### config.mk
export PLATFORM = sky130hd
export DESIGN_NAME = recip_nr
export DESIGN_NICKNAME = d
export VERILOG_FILES = /design/src/rtl/recip_nr.sv
export SDC_FILE = /design/constraint.sdc
export NUM_CORES = 1
export LEC_CHECK = 0
export ABC_AREA = 0
export BUFFER_PORTS_ARGS = -buffer_cell sky130_fd_sc_hd__buf_2
export CORE_MARGIN = 2
export CORE_UTILIZATION = 56
export DETAILED_ROUTE_END_ITERATION = 8
export GPL_ROUTABILITY_DRIVEN = 1
export PLACE_DENSITY = 0.84
export SYNTH_ARGS = -nofsm -noshare
export SYNTH_HDL_FRONTEND = slang
export SYNTH_SLANG_ARGS = --single-unit
### constraint.sdc
create_clock -name clk -period 7.25 [get_ports clk]
set_input_delay 0.3625 -clock clk [delete_from_list [all_inputs] [get_ports clk]]
set_output_delay 0.3625 -clock clk [all_outputs]
set_load 0.01 [all_outputs]
### src/rtl/recip_nr.sv
// Newton-Raphson reciprocal on a range-reduced operand, with the scaler shift undone on the result.
// One operation in flight; a single multiplier is time-shared between the t and y update steps.
//
// state | meaning
// IDLE  | waiting for start_i, outputs hold last result
// MUL_T | t = x * y
// MUL_Y | y = (y * (2^(F+1) - t)) >> F, count iteration
// SCALE | undo range reduction, register y_o/err_o, pulse done_o
module recip_nr #(
  parameter int W    = 8,
  parameter int F    = 16,
  parameter int ITER = 3,
  parameter int SEED = 4096,
  parameter int XMIN = 12,
  parameter int XMAX = 20
) (
  input  logic         clk,
  input  logic         rst,
  input  logic         start_i,
  input  logic [W-1:0] x_scaled_i,
  input  logic         shift_l_i,
  input  logic         shift_r_i,
  input  logic         no_shift_i,
  output logic         busy_o,
  output logic         done_o,
  output logic [F-1:0] y_o,
  output logic         err_o
);

  localparam int CW = $clog2(ITER + 1);
  localparam int PW = 2 * F + 2;
  localparam logic [W+F-1:0] TWO_F1 = (W + F)'(1) << (F + 1);

  typedef enum logic [1:0] {
    IDLE,
    MUL_T,
    MUL_Y,
    SCALE
  } state_t;

  state_t state_q, state_d;

  logic [W-1:0]   x_q;
  logic [F-1:0]   y_q;
  logic [W+F-1:0] t_q;
  logic [CW-1:0]  cnt_q;
  logic           sl_q, sr_q, ns_q, err_q;

  logic [F+1:0]   d_val;
  logic [F+1:0]   mul_b;
  logic [PW-1:0]  prod;
  logic [F-1:0]   y_next;
  logic [F-1:0]   y_scaled;
  logic [CW-1:0]  cnt_inc;
  logic           op_err;

  // d goes negative once t exceeds 2^(F+1); clamp it there rather than wrap
  always_comb begin
    d_val = '0;
    if (t_q < TWO_F1) d_val = TWO_F1[F+1:0] - t_q[F+1:0];
  end

  always_comb begin
    mul_b = d_val;
    if (state_q == MUL_T) mul_b = (F + 2)'(x_q);
    prod = PW'(y_q) * PW'(mul_b);
  end

  always_comb begin
    y_next = prod[2*F-1:F];
    if (prod[PW-1:2*F] != '0) y_next = '1;
  end

  always_comb begin
    y_scaled = y_q;
    if (sr_q) begin
      y_scaled = {1'b0, y_q[F-1:1]};
    end else if (sl_q) begin
      y_scaled = y_q[F-1] ? '1 : {y_q[F-2:0], 1'b0};
    end
  end

  assign cnt_inc = cnt_q + 1'b1;

  assign op_err = (x_scaled_i < W'(XMIN)) || (x_scaled_i > W'(XMAX)) ||
                  !$onehot({shift_l_i, shift_r_i, no_shift_i});

  always_comb begin
    state_d = state_q;
    case (state_q)
      IDLE:    if (start_i) state_d = MUL_T;
      MUL_T:   state_d = MUL_Y;
      MUL_Y:   state_d = (cnt_inc == CW'(ITER)) ? SCALE : MUL_T;
      SCALE:   state_d = IDLE;
      default: state_d = IDLE;
    endcase
  end

  always_ff @(posedge clk) begin
    if (rst) begin
      state_q <= IDLE;
      x_q     <= '0;
      y_q     <= '0;
      t_q     <= '0;
      cnt_q   <= '0;
      sl_q    <= 1'b0;
      sr_q    <= 1'b0;
      ns_q    <= 1'b0;
      err_q   <= 1'b0;
      busy_o  <= 1'b0;
      done_o  <= 1'b0;
      y_o     <= '0;
      err_o   <= 1'b0;
    end else begin
      state_q <= state_d;
      done_o  <= 1'b0;
      case (state_q)
        IDLE: begin
          if (start_i) begin
            x_q    <= x_scaled_i;
            sl_q   <= shift_l_i;
            sr_q   <= shift_r_i;
            ns_q   <= no_shift_i;
            y_q    <= F'(SEED);
            cnt_q  <= '0;
            err_q  <= op_err;
            busy_o <= 1'b1;
          end
        end
        MUL_T: t_q <= prod[W+F-1:0];
        MUL_Y: begin
          y_q   <= y_next;
          cnt_q <= cnt_inc;
        end
        SCALE: begin
          y_o    <= err_q ? '0 : y_scaled;
          err_o  <= err_q;
          done_o <= 1'b1;
          busy_o <= 1'b0;
        end
        default: ;
      endcase
    end
  end

  // ns_q is kept for completeness of the latched operand; the scale mux only needs sl/sr
  logic unused_ok;
  assign unused_ok = ns_q;

endmodule

==> impl_metrics.csv, run 1 <==
group,metric,value,unit
worst_setup_path,critical_path_class,"reg2reg",
layout,multi_input_area,10600,um^2
worst_setup_path,cpMaxStageDelayCell,"or4_4",
pwr,p_sw,0.000321,W
synthesis,avgSynthCellArea,8.30,um^2
placed_design,gp_congestion,0.979,
synthesis,syn_nets,1902,
worst_setup_path,worstSetupEndpointType,"flip-flop",
drt,viasPerCell,5.73,
layout,seq_area,1480,um^2
drt,drc_errors,0,
floorplan,start_util,57.1,%
drt,ant_nets,0,
drt,wire_per_inst,17.5,um
pwr,p_int,0.000787,W
worst_setup_path,crit_fanout,8,
synthesis,synth_area_leader_cell,"fa_1",
floorplan,die_h,156,um
drt,drtPass1Iterations,6,
synthesis,synth_top_area_share,34.6,%
worst_setup_path,worstPathRequired,7440,ps
synthesis,synth_common_cells,"nand2_1, inv_1, fa_1",
clock_network,cts_tree,"yes",
sta,slew_headroom,18.3,%
pwr,pwr-share-clk,39.9,%
synthesis,synth_edf_count,0,
sta,hold_violations,0,
floorplan,die-area,24300,um^2
clock_network,clk_pin_slew,60,ps
worst_setup_path,worstPathArrival,7710,ps
pwr,ir_drop,0.128,mV
worst_hold_path,hold_path.class,"in2reg",
placed_design,place_ws,-289,ps
clock_network,htreeDepth,3,
layout,drive_above_1_share,18.0,%
synthesis,ys_ff_latch,74,
placed_design,hpwlAfterDp,26.5,mm
synthesis,yosys-top-cells-area,"fa_1, dfxtp_1, ha_1, nand2_1, inv_1",
global_route,gr-usage-all-layers,28.9,%
drt,vias,11200,
clock_network,cts_num_sinks,74,
clock_network,clk_latency,330,ps
worst_setup_path,rrSetupSlack,-260,ps
worst_hold_path,whs_path_depth,3,
global_route,first_global_vias,11600,
worst_setup_path,crit_path_max_incr_delay,560,ps
job,cap_viol_max_count,0,
floorplan,die_w,156,um
worst_hold_path,whs_endpoint,"x_q[0]$_SDFFE_PP0P_",
floorplan,core,22600,um^2
worst_setup_path,critical_path.reg2reg.endpoint,"y_q[8]$_SDFFE_PP0P_",
worst_setup_path,cpMostUsedCell,"fa_1",
global_route,grt_max_degree,62,
sta,period_share,104,%
placed_design,io_buffers,32,
worst_setup_path,r2r-start,"t_q[6]$_SDFFE_PP0P_",
sta,rsz0062_at_grt,"true",
floorplan,row_count,55,
synthesis,yosys_warnings,0,
drt,wl,34.3,mm
worst_setup_path,rr_worst_depth,29,
clock_network,holdBufCountCts,0,
global_route,antenna_found_initial,0,
sta,postLayoutSetupSlackWorst,-265,ps
layout,nets,2010,
pwr,leakagePower,7.51,nW
sta,finClkSkew,8.40,ps
sta,drv_slew,0,
clock_network,numCtsBuffers,9,
worst_setup_path,startpoint,"t_q[6]$_SDFFE_PP0P_",
layout,final_core_util,67.2,%
status,violations,"negative setup slack",
synthesis,synth_area,12900,um^2
floorplan,io_pins,33,
status,status,"finished with violations",
clock_network,clock_path_buffers,2,
clock_network,cts_root_buf,"clkbuf_16",
synthesis,synth-async-reset-ratio,0,%
global_route,grt_pass1_wl,56.3,mm
sta,fmax,0.133,GHz
sta,setup-violations-final,16,
synthesis,seq_area_frac_synth,11.5,%
layout,fillCellCount,1607,
layout,area_growth,17.7,%
pwr,p_seq_share,38.6,%
worst_hold_path,hold_start,"x_scaled_i[0]",
synthesis,synth_cells,1557,
synthesis,synth.distinct_cells,65,
pwr,switching_share,29.0,%
placed_design,place_area,14300,um^2
global_route,gr-total-overflow,0,
layout,n_antenna_cell,0,
synthesis,synthFlopType,"dfxtp_1",
synthesis,synth.most_common_cell,"nand2_1",
sta,period_minus_slack,7510,ps
drt,dr.first_iter.drc_count,616,
pwr,comb_power_share,21.5,%
worst_setup_path,start_kind,"flip-flop",
layout,fin_area,15200,um^2
pwr,power_density,72.9,nW/um^2
sta,tightest_slew,1230,ps
[per-stage QoR]
| step | hold slack (ps) | TNS, ps | cells | power [W] |
|---|---|---|---|---|
| finish | 289 | -3930 | 1955 | 0.00111 |
| global route | 295 | -7750 | 1955 | 0.00115 |
| CTS | 286 | -3100 | 1940 | 0.00108 |
| detailed placement | 437 | -3950 | 1915 | 0.000641 |
| global placement | 433 | -1820 | 1915 | 0.000635 |
| floorplan | 432 | -1.93 | 1557 | 0.000550 |
[power groups by stage]
| stage | logic, W | registers, W | clock network [W] |
|---|---|---|---|
| 2_1_floorplan | 0.000123 | 0.000427 | 0 |
| 3_3_place_gp | 0.000200 | 0.000435 | 0 |
| 3_5_place_dp | 0.000205 | 0.000436 | 0 |
| 4_1_cts | 0.000211 | 0.000427 | 0.000442 |
| 5_1_grt | 0.000257 | 0.000429 | 0.000462 |
| 6_report | 0.000238 | 0.000428 | 0.000442 |
[how the worst max path moves through the flow]
stage,end,depth (start not counted),slack (ps)
after floorplan,y_q[13]$_SDFFE_PP0P_,27,-2
after global placement,y_q[12]$_SDFFE_PP0P_,26,-160
after detailed placement,y_q[12]$_SDFFE_PP0P_,26,-290
after CTS,y_q[12]$_SDFFE_PP0P_,26,-220
after global routing,y_q[12]$_SDFFE_PP0P_,24,-500
final,y_q[8]$_SDFFE_PP0P_,29,-260
[critical path, delay by kind of cell, from the launching register on]
kind	cells	cell delay (ps)
AOI/OAI and AO/OA	4	940
xor gates and xnor gates	1	250
adders and majority gates	7	3170
buffers and inverters	7	730
DFF	1	320
and+or+nand+nor	10	1960
[layout make-up]
type / count / area share [%]
Sequential cell: 74 / 9.76
Clock inverter: 5 / 0.354
Inverter: 255 / 6.29
Timing Repair Buffer: 191 / 9.73
Clock buffer: 11 / 1.60
Multi-Input combinational cell: 1134 / 69.9
Tap cell: 285 / 2.34
[cells in the final DEF, fill, tap and decap left out, drive strengths merged, types with 3 or more instances in the layout]
master / synthesis / final
nand2: 272 / 272
inv: 254 / 254
fa: 223 / 223
buf: 7 / 191
and2: 126 / 126
ha: 108 / 108
a21oi: 97 / 97
dfxtp: 74 / 74
nor2: 68 / 68
o21ai: 38 / 38
a211oi: 26 / 26
xor2: 20 / 20
xnor2: 19 / 19
nor3: 16 / 16
a21o: 15 / 15
nand3: 14 / 14
clkbuf: 87 / 11
a311oi: 7 / 7
o21a: 6 / 6
nand3b: 5 / 5
nand2b: 5 / 5
clkinv: 1 / 5
nand4: 4 / 4
nor4: 4 / 4
a31oi: 4 / 4
nor2b: 4 / 4
a22o: 3 / 3
o31ai: 3 / 3
o211ai: 3 / 3
o22ai: 3 / 3
a211o: 3 / 3
or4: 3 / 3
or3: 3 / 3
and3: 3 / 3
[kinds of logic (layout without fill, tap and decap cells)]
group           Yosys count  in the layout  synth area share, %
compound gates          229            229                 11.3
mux                       2              2                0.155
fa+ha+maj               331            331                 45.0
xor+xnor                 39             39                 2.64
buf+inv                 349            462                 10.2
simple gates            533            533                 19.2
flops                    74             74                 11.5
[registers in the layout (all words and copies together) (netlist names), 2 cells and up]
| register | cells |
|---|---|
| cnt_q | 2 |
| state_q | 2 |
| t_q | 24 |
| x_q | 8 |
| y_o | 16 |
| y_q | 16 |
[metal layers]
| layer | wire (um) | share of wire [%] | global-route usage [%] |
|---|---|---|---|
| met2 | 17400 | 51 | 50.5 |
| met1 | 13500 | 39 | 37.4 |
| met4 | 1110 | 3.2 | 9.79 |
| met3 | 2340 | 6.8 | 3.58 |
| met5 | 0 | 0 | 0 |
[timing repair]
item | CTS | global route
pin swaps | 16 | 63
endpoints found under the hold margin | 0 | 0
cloned | 1 | 1
gates resized for setup | 24 | 65
buffers inserted | 8 | 17
endpoints found under the setup margin | 16 | 23
No activity file was read; power rests on OpenSTA's default activity.
==> run 2: changes to the inputs <==
- CELL_PAD_IN_SITES_DETAIL_PLACEMENT: not set -> 1
- CELL_PAD_IN_SITES_GLOBAL_PLACEMENT: not set -> 1
- CORE_UTILIZATION: 56 -> 45
- PLACE_DENSITY: 0.84 -> 0.87
==> run 2 against run 1 <==
- worst setup slack worse by 790 ps
- the run still ends with negative setup slack left
- utilization fell by 12 points
- combinational power up 18%
- largest cell class unchanged
- routed wire length is 75% higher
- hold slack got worse by 20 ps
- count of clock-buffer cells in the layout rose by 1
==> impl_metrics.csv, run 2 (same netlist as run 1, synthesis figures left out) <==
group,metric,value,unit
global_route,gr-total-overflow,0,
worst_setup_path,critical_path.reg2reg.endpoint,"y_q[2]$_SDFFE_PP0P_",
worst_hold_path,whs_endpoint,"x_q[6]$_SDFFE_PP0P_",
layout,layout_commonest_cell,"nand2_1",
worst_setup_path,worstPathArrival,8500,ps
floorplan,core,28500,um^2
layout,area_growth,21.7,%
drt,viasPerCell,6.34,
pwr,p_int,0.000847,W
layout,nets,2023,
worst_setup_path,rr_worst_depth,26,
global_route,antenna_found_initial,1,
sta,setup_tns,-17460,ps
pwr,switching_share,31.7,%
drt,drc_errors,0,
clock_network,clk_latency,360,ps
worst_setup_path,crit_fanout,5,
layout,final_core_util,55.2,%
placed_design,io_buffers,32,
pwr,p_sw,0.000394,W
layout,n_antenna_cell,0,
drt,dr.first_iter.drc_count,1417,
drt,wire_per_inst,29.0,um
status,status,"finished with violations",
clock_network,htreeDepth,3,
global_route,first_global_vias,14200,
worst_setup_path,start_kind,"flip-flop",
job,cap_viol_max_count,0,
floorplan,die_h,173,um
pwr,p_seq_share,34.7,%
layout,largestRegisters,"t_q: 24 flops, y_o: 16 flops, y_q: 16 flops",
worst_setup_path,rrSetupSlack,-1050,ps
drt,ant_nets,0,
floorplan,io_pins,33,
sta,drv_slew,0,
pwr,leakagePower,7.67,nW
placed_design,hpwlAfterDp,34.5,mm
placed_design,place_area,14500,um^2
sta,slew_headroom,8.72,%
worst_hold_path,hold_path.class,"in2reg",
sta,tightest_slew,1370,ps
floorplan,row_count,62,
sta,period_minus_slack,8300,ps
placed_design,dp.cells,2020,
worst_setup_path,critical_path_class,"reg2reg",
status,violations,"negative setup slack",
sta,setup-violations-final,25,
layout,fillCellCount,3320,
layout,final_cell_mix,"nand2_1, inv_1, fa_1",
clock_network,clk_pin_slew,60,ps
sta,postLayoutSetupSlackWorst,-1050,ps
placed_design,gp_congestion,0.930,
worst_setup_path,worstSetupEndpointType,"flip-flop",
worst_setup_path,worstPathRequired,7450,ps
pwr,ir_drop,0.145,mV
worst_hold_path,whs_path_depth,3,
sta,period_share,115,%
floorplan,die-area,30100,um^2
pwr,comb_power_share,22.5,%
sta,hold_violations,0,
drt,drtPass1Iterations,7,
sta,fmax,0.120,GHz
pwr,pwr-share-clk,42.7,%
worst_setup_path,r2r-start,"t_q[3]$_SDFFE_PP0P_",
clock_network,numCtsBuffers,9,
sta,finClkSkew,10.4,ps
global_route,grt_max_degree,62,
global_route,gr-usage-all-layers,33.8,%
placed_design,place_ws,-479,ps
sta,rsz0062_at_grt,"true",
pwr,power_density,78.9,nW/um^2
drt,vias,13100,
layout,drive_above_1_share,20.4,%
clock_network,clock_path_buffers,2,
layout,fin_area,15700,um^2
layout,final_cells,2067,
global_route,grt_pass1_wl,78.3,mm
clock_network,cts_root_buf,"clkbuf_16",
floorplan,die_w,173,um
layout,largest_reg_flops,24,
clock_network,cts_num_sinks,74,
clock_network,cts_tree,"yes",
drt,wl,59.9,mm
worst_hold_path,hold_start,"x_scaled_i[6]",
layout,largest_register,"t_q",
floorplan,start_util,45.4,%
==> run 2: cell types whose count changed in the layout (fill, tap and decap cells not counted), moves of 6 or more <==
| cell | change |
|---|---|
| inv_1 | -6 |
| buf_4 | +6 |
| nand2_1 | -9 |
| nand2_2 | +9 |
==> run 2: cell type report <==
class | instances | area [um^2] | area share [%]
Timing Repair Buffer | 204 | 1650 | 10.5
Clock buffer | 12 | 267 | 1.70
Clock inverter | 4 | 72.6 | 0.462
Sequential cell | 74 | 1490 | 9.45
Inverter | 255 | 962 | 6.12
Tap cell | 384 | 480 | 3.06
Multi-Input combinational cell | 1134 | 10800 | 68.7
==> run 2: worst max-delay path by stage <==
stage | from | cells after the start | slack (ps) | endpoint
2_1_floorplan | t_q[3]$_SDFFE_PP0P_ | 27 | -2 | y_q[13]$_SDFFE_PP0P_
3_3_place_gp | t_q[5]$_SDFFE_PP0P_ | 27 | -230 | y_q[12]$_SDFFE_PP0P_
3_5_place_dp | t_q[5]$_SDFFE_PP0P_ | 27 | -480 | y_q[12]$_SDFFE_PP0P_
4_1_cts | t_q[9]$_SDFFE_PP0P_ | 26 | -310 | y_q[12]$_SDFFE_PP0P_
5_1_grt | t_q[3]$_SDFFE_PP0P_ | 26 | -1220 | y_q[2]$_SDFFE_PP0P_
6_report | t_q[3]$_SDFFE_PP0P_ | 26 | -1050 | y_q[2]$_SDFFE_PP0P_
==> run 2: power by group through the flow <==
stage	combinational [W]	sequential, W	clock (W)
after floorplan	0.000123	0.000427	0
after global placement	0.000202	0.000436	0
after detailed placement	0.000211	0.000436	0
after CTS	0.000229	0.000428	0.000508
after global routing	0.000289	0.000432	0.000537
final	0.000280	0.000431	0.000530
==> run 2: routing by layer <==
layer / vias to the layer above / share of wire, % / global-route usage, %
met4: 2 / 11 / 23.3
met1: 6579 / 32 / 36.0
met3: 478 / 8.5 / 4.96
li1: 5083 / - / -
met2: 958 / 49 / 61.5
met5: - / 0.027 / 0
==> run 2: what timing repair did <==
| item | in CTS | in global routing |
|---|---|---|
| pin swaps | 21 | 57 |
| gates cloned | 1 | 0 |
| hold buffers | 0 | 0 |
| setup endpoints to repair | 22 | 25 |
| gates resized for setup | 60 | 79 |
| setup buffers | 8 | 23 |
==> run 2: critical path, cell delays in order (launching register included) <==
cell and delay, ps:
dfxtp_1 350, nor4_4 390, nand2_2 120, buf_6 140, buf_4 130, o31ai_2 510, and3_4 330, nand2_1 130
fa_1 550, fa_1 610, inv_1 80, fa_1 500, inv_1 50, fa_1 500, fa_2 520, fa_1 540
inv_1 70, ha_1 330, nand4_1 170, buf_4 200, a2111oi_4 320, nor3_2 140, o31ai_2 720, xor2_1 190
buf_4 200, a21oi_1 220, a211oi_2 130
==> run 2: metrics by stage <==
stage                     total power, W  hold WS (ps)
after global routing             0.00126           287
after floorplan                 0.000550           432
final                            0.00124           268
after global placement          0.000638           434
after detailed placement        0.000648           443
after CTS                        0.00116           266
==> run 3: changes to the inputs <==
- CORE_UTILIZATION: 45 -> 46
- CTS_BUF_LIST: not set -> sky130_fd_sc_hd__clkbuf_2
- CTS_CLUSTER_SIZE: not set -> 40
- PLACE_DENSITY: 0.87 -> 0.88
==> run 3 against run 2 <==
- the flow still finishes with violations (negative setup slack)
- total power down 24%
- first-iteration DRC count down 9.7%
- critical path depth up 1
- critical endpoint is now y_q[15]$_SDFFE_PP0P_
- maximum frequency down 1.7%
- cell count down 0.29%
- hold slack worse by 200 ps
- routed wire length down 0.89%
==> impl_metrics.csv, run 3 (same netlist as run 1, synthesis figures left out) <==
group,metric,value,unit
status,status,"finished with violations",
status,violations,"negative setup slack",
layout,fin_area,15600,um^2
drt,wl_met3,4.93,mm
job,cap_viol_max_count,0,
worst_setup_path,worstPathArrival,8820,ps
sta,finClkSkew,43.7,ps
global_route,antenna_found_initial,1,
layout,n_antenna_cell,0,
layout,largest_reg_flops,24,
worst_setup_path,cp-endpoint,"y_q[15]$_SDFFE_PP0P_",
placed_design,place_ws,-479,ps
sta,holdWs,69.3,ps
floorplan,die_w,172,um
clock_network,clk_pin_slew,240,ps
worst_setup_path,r2r-start,"t_q[9]$_SDFFE_PP0P_",
layout,largestRegisters,"t_q: 24 flops, y_o: 16 flops, y_q: 16 flops",
floorplan,die_h,172,um
layout,area_growth,20.7,%
placed_design,gp_congestion,0.924,
worst_setup_path,startpoint,"t_q[9]$_SDFFE_PP0P_",
worst_setup_path,cpMostUsedCell,"fa_1",
clock_network,holdBufCountCts,0,
placed_design,io_buffers,32,
global_route,grt_max_degree,62,
worst_setup_path,critical_path.reg2reg.endpoint,"y_q[15]$_SDFFE_PP0P_",
clock_network,cts_tree,"yes",
drt,vias,13000,
floorplan,start_util,46.6,%
floorplan,core,27700,um^2
worst_setup_path,worstPathRequired,7630,ps
pwr,ir_drop,0.107,mV
floorplan,row_count,61,
drt,drc_errors,0,
global_route,gr-usage-all-layers,33.9,%
layout,multi_input_area,10900,um^2
sta,postLayoutSetupSlackWorst,-1190,ps
sta,fmax,0.118,GHz
clock_network,cts_num_sinks,74,
drt,ant_nets,0,
global_route,gr-total-overflow,0,
sta,tightest_slew,1400,ps
drt,dr.first_iter.drc_count,1279,
layout,nets,2025,
clock_network,clock_path_buffers,2,
layout,layout_commonest_cell,"nand2_1",
sta,rsz0062_at_grt,"true",
worst_setup_path,start_kind,"flip-flop",
placed_design,place_area,14500,um^2
drt,drtPass1Iterations,6,
global_route,grt_pass1_wl,76.1,mm
sta,period_share,116,%
worst_setup_path,critical_path_class,"reg2reg",
worst_setup_path,crit_fanout,8,
layout,fillCellCount,3191,
drt,wl,59.3,mm
floorplan,io_pins,33,
floorplan,die-area,29400,um^2
placed_design,hpwlAfterDp,35.2,mm
worst_setup_path,rr_worst_depth,27,
layout,largest_register,"t_q",
sta,drv_slew,0,
clock_network,htreeDepth,3,
sta,slew_headroom,6.49,%
global_route,first_global_vias,14000,
worst_hold_path,hold_path.class,"in2reg",
drt,dr.max_layer_used,"met4",
layout,seq_area,1490,um^2
pwr,leakagePower,7.60,nW
sta,setup-violations-final,24,
worst_setup_path,rrSetupSlack,-1190,ps
drt,viasPerCell,6.33,
clock_network,numCtsBuffers,9,
layout,drive_above_1_share,21.4,%
pwr,power_density,60.2,nW/um^2
worst_setup_path,worstSetupEndpointType,"flip-flop",
worst_setup_path,crit_path_max_incr_delay,660,ps
sta,period_minus_slack,8440,ps
drt,dr_wl_met2,28.6,mm
worst_setup_path,cpMaxStageDelayCell,"fa_1",
pwr,power,0.000938,W
sta,hold_violations,0,
drt,met1_length,19.4,mm
clock_network,cts_root_buf,"clkbuf_2",
drt,wire_per_inst,28.8,um
clock_network,clk_latency,560,ps
layout,final_cell_mix,"nand2_1, inv_1, fa_1",
==> run 3: cell count changes in the layout (fill, tap and decap cells not counted), moves of 4 or more <==
cell       previous run  this run
fa_1                218       208
fa_2                  5        15
clkbuf_16            10         1
clkbuf_2              0         9
nand2_2              13         6
a211oi_2             11         7
a21oi_1              91        87
nand2_1             258       262
==> run 3: timing repair <==
| action | in CTS | in global routing |
|---|---|---|
| pin swaps | 46 | 61 |
| buffers inserted | 21 | 15 |
| endpoints found under the setup margin | 21 | 25 |
| resized for setup | 68 | 102 |
| gates cloned | 1 | 1 |
==> run 3: worst min-delay path by stage <==
stage	start	end	slack, ps	depth (start not counted)
final	x_scaled_i[5]	x_q[5]$_SDFFE_PP0P_	70	3
after global routing	x_scaled_i[0]	x_q[0]$_SDFFE_PP0P_	50	3
after CTS	x_scaled_i[7]	x_q[7]$_SDFFE_PP0P_	10	3
after detailed placement	y_o[9]$_SDFFE_PP0P_	y_o[9]$_SDFFE_PP0P_	440	2
after global placement	y_o[4]$_SDFFE_PP0P_	y_o[4]$_SDFFE_PP0P_	430	2
after floorplan	t_q[20]$_SDFFE_PP0P_	t_q[20]$_SDFFE_PP0P_	430	2
==> run 3: worst max-delay path, delay by kind of cell, from the launching register on <==
family	cells	cell delay (ps)
buffers and inverters	6	810
DFF	1	390
xor gates and xnor gates	1	280
and+or+nand+nor	7	1830
adders and majority gates	7	3490
AOI/OAI and AO/OA	6	1430
==> run 3: area by class of cell <==
| class | instances | share of cell area (%) |
|---|---|---|
| multi-input combinational | 1134 | 70.1 |
| timing repair buffer | 206 | 10.6 |
| sequential | 74 | 9.54 |
| inverter | 255 | 6.16 |
| tap | 378 | 3.03 |
| clock inverter | 5 | 0.305 |
| clock buffer | 9 | 0.289 |
==> run 3: where the power goes <==
| part | switching, W | internal (W) | total (W) |
|---|---|---|---|
| clock network | 0.000149 | 0.0000726 | 0.000222 |
| registers | 0.0000150 | 0.000415 | 0.000430 |
| logic | 0.000181 | 0.000106 | 0.000287 |
| total | 0.000344 | 0.000594 | 0.000938 |
==> run 3: layer usage <==
layer,track usage [%],vias up
li1,-,5097
met1,37.3,6472
met2,61.1,1008
met3,5.02,466
met4,21.2,0
met5,0,-
==> run 3: metrics by stage <==
stage | cells | utilization (%) | TNS [ps]
final | 2061 | 56.3 | -21640
after CTS | 2048 | 54.2 | -4000
after floorplan | 1557 | - | -1.93
after global placement | 2012 | 52.2 | -4310
after global routing | 2061 | 56.3 | -23620
after detailed placement | 2012 | 52.2 | -7670
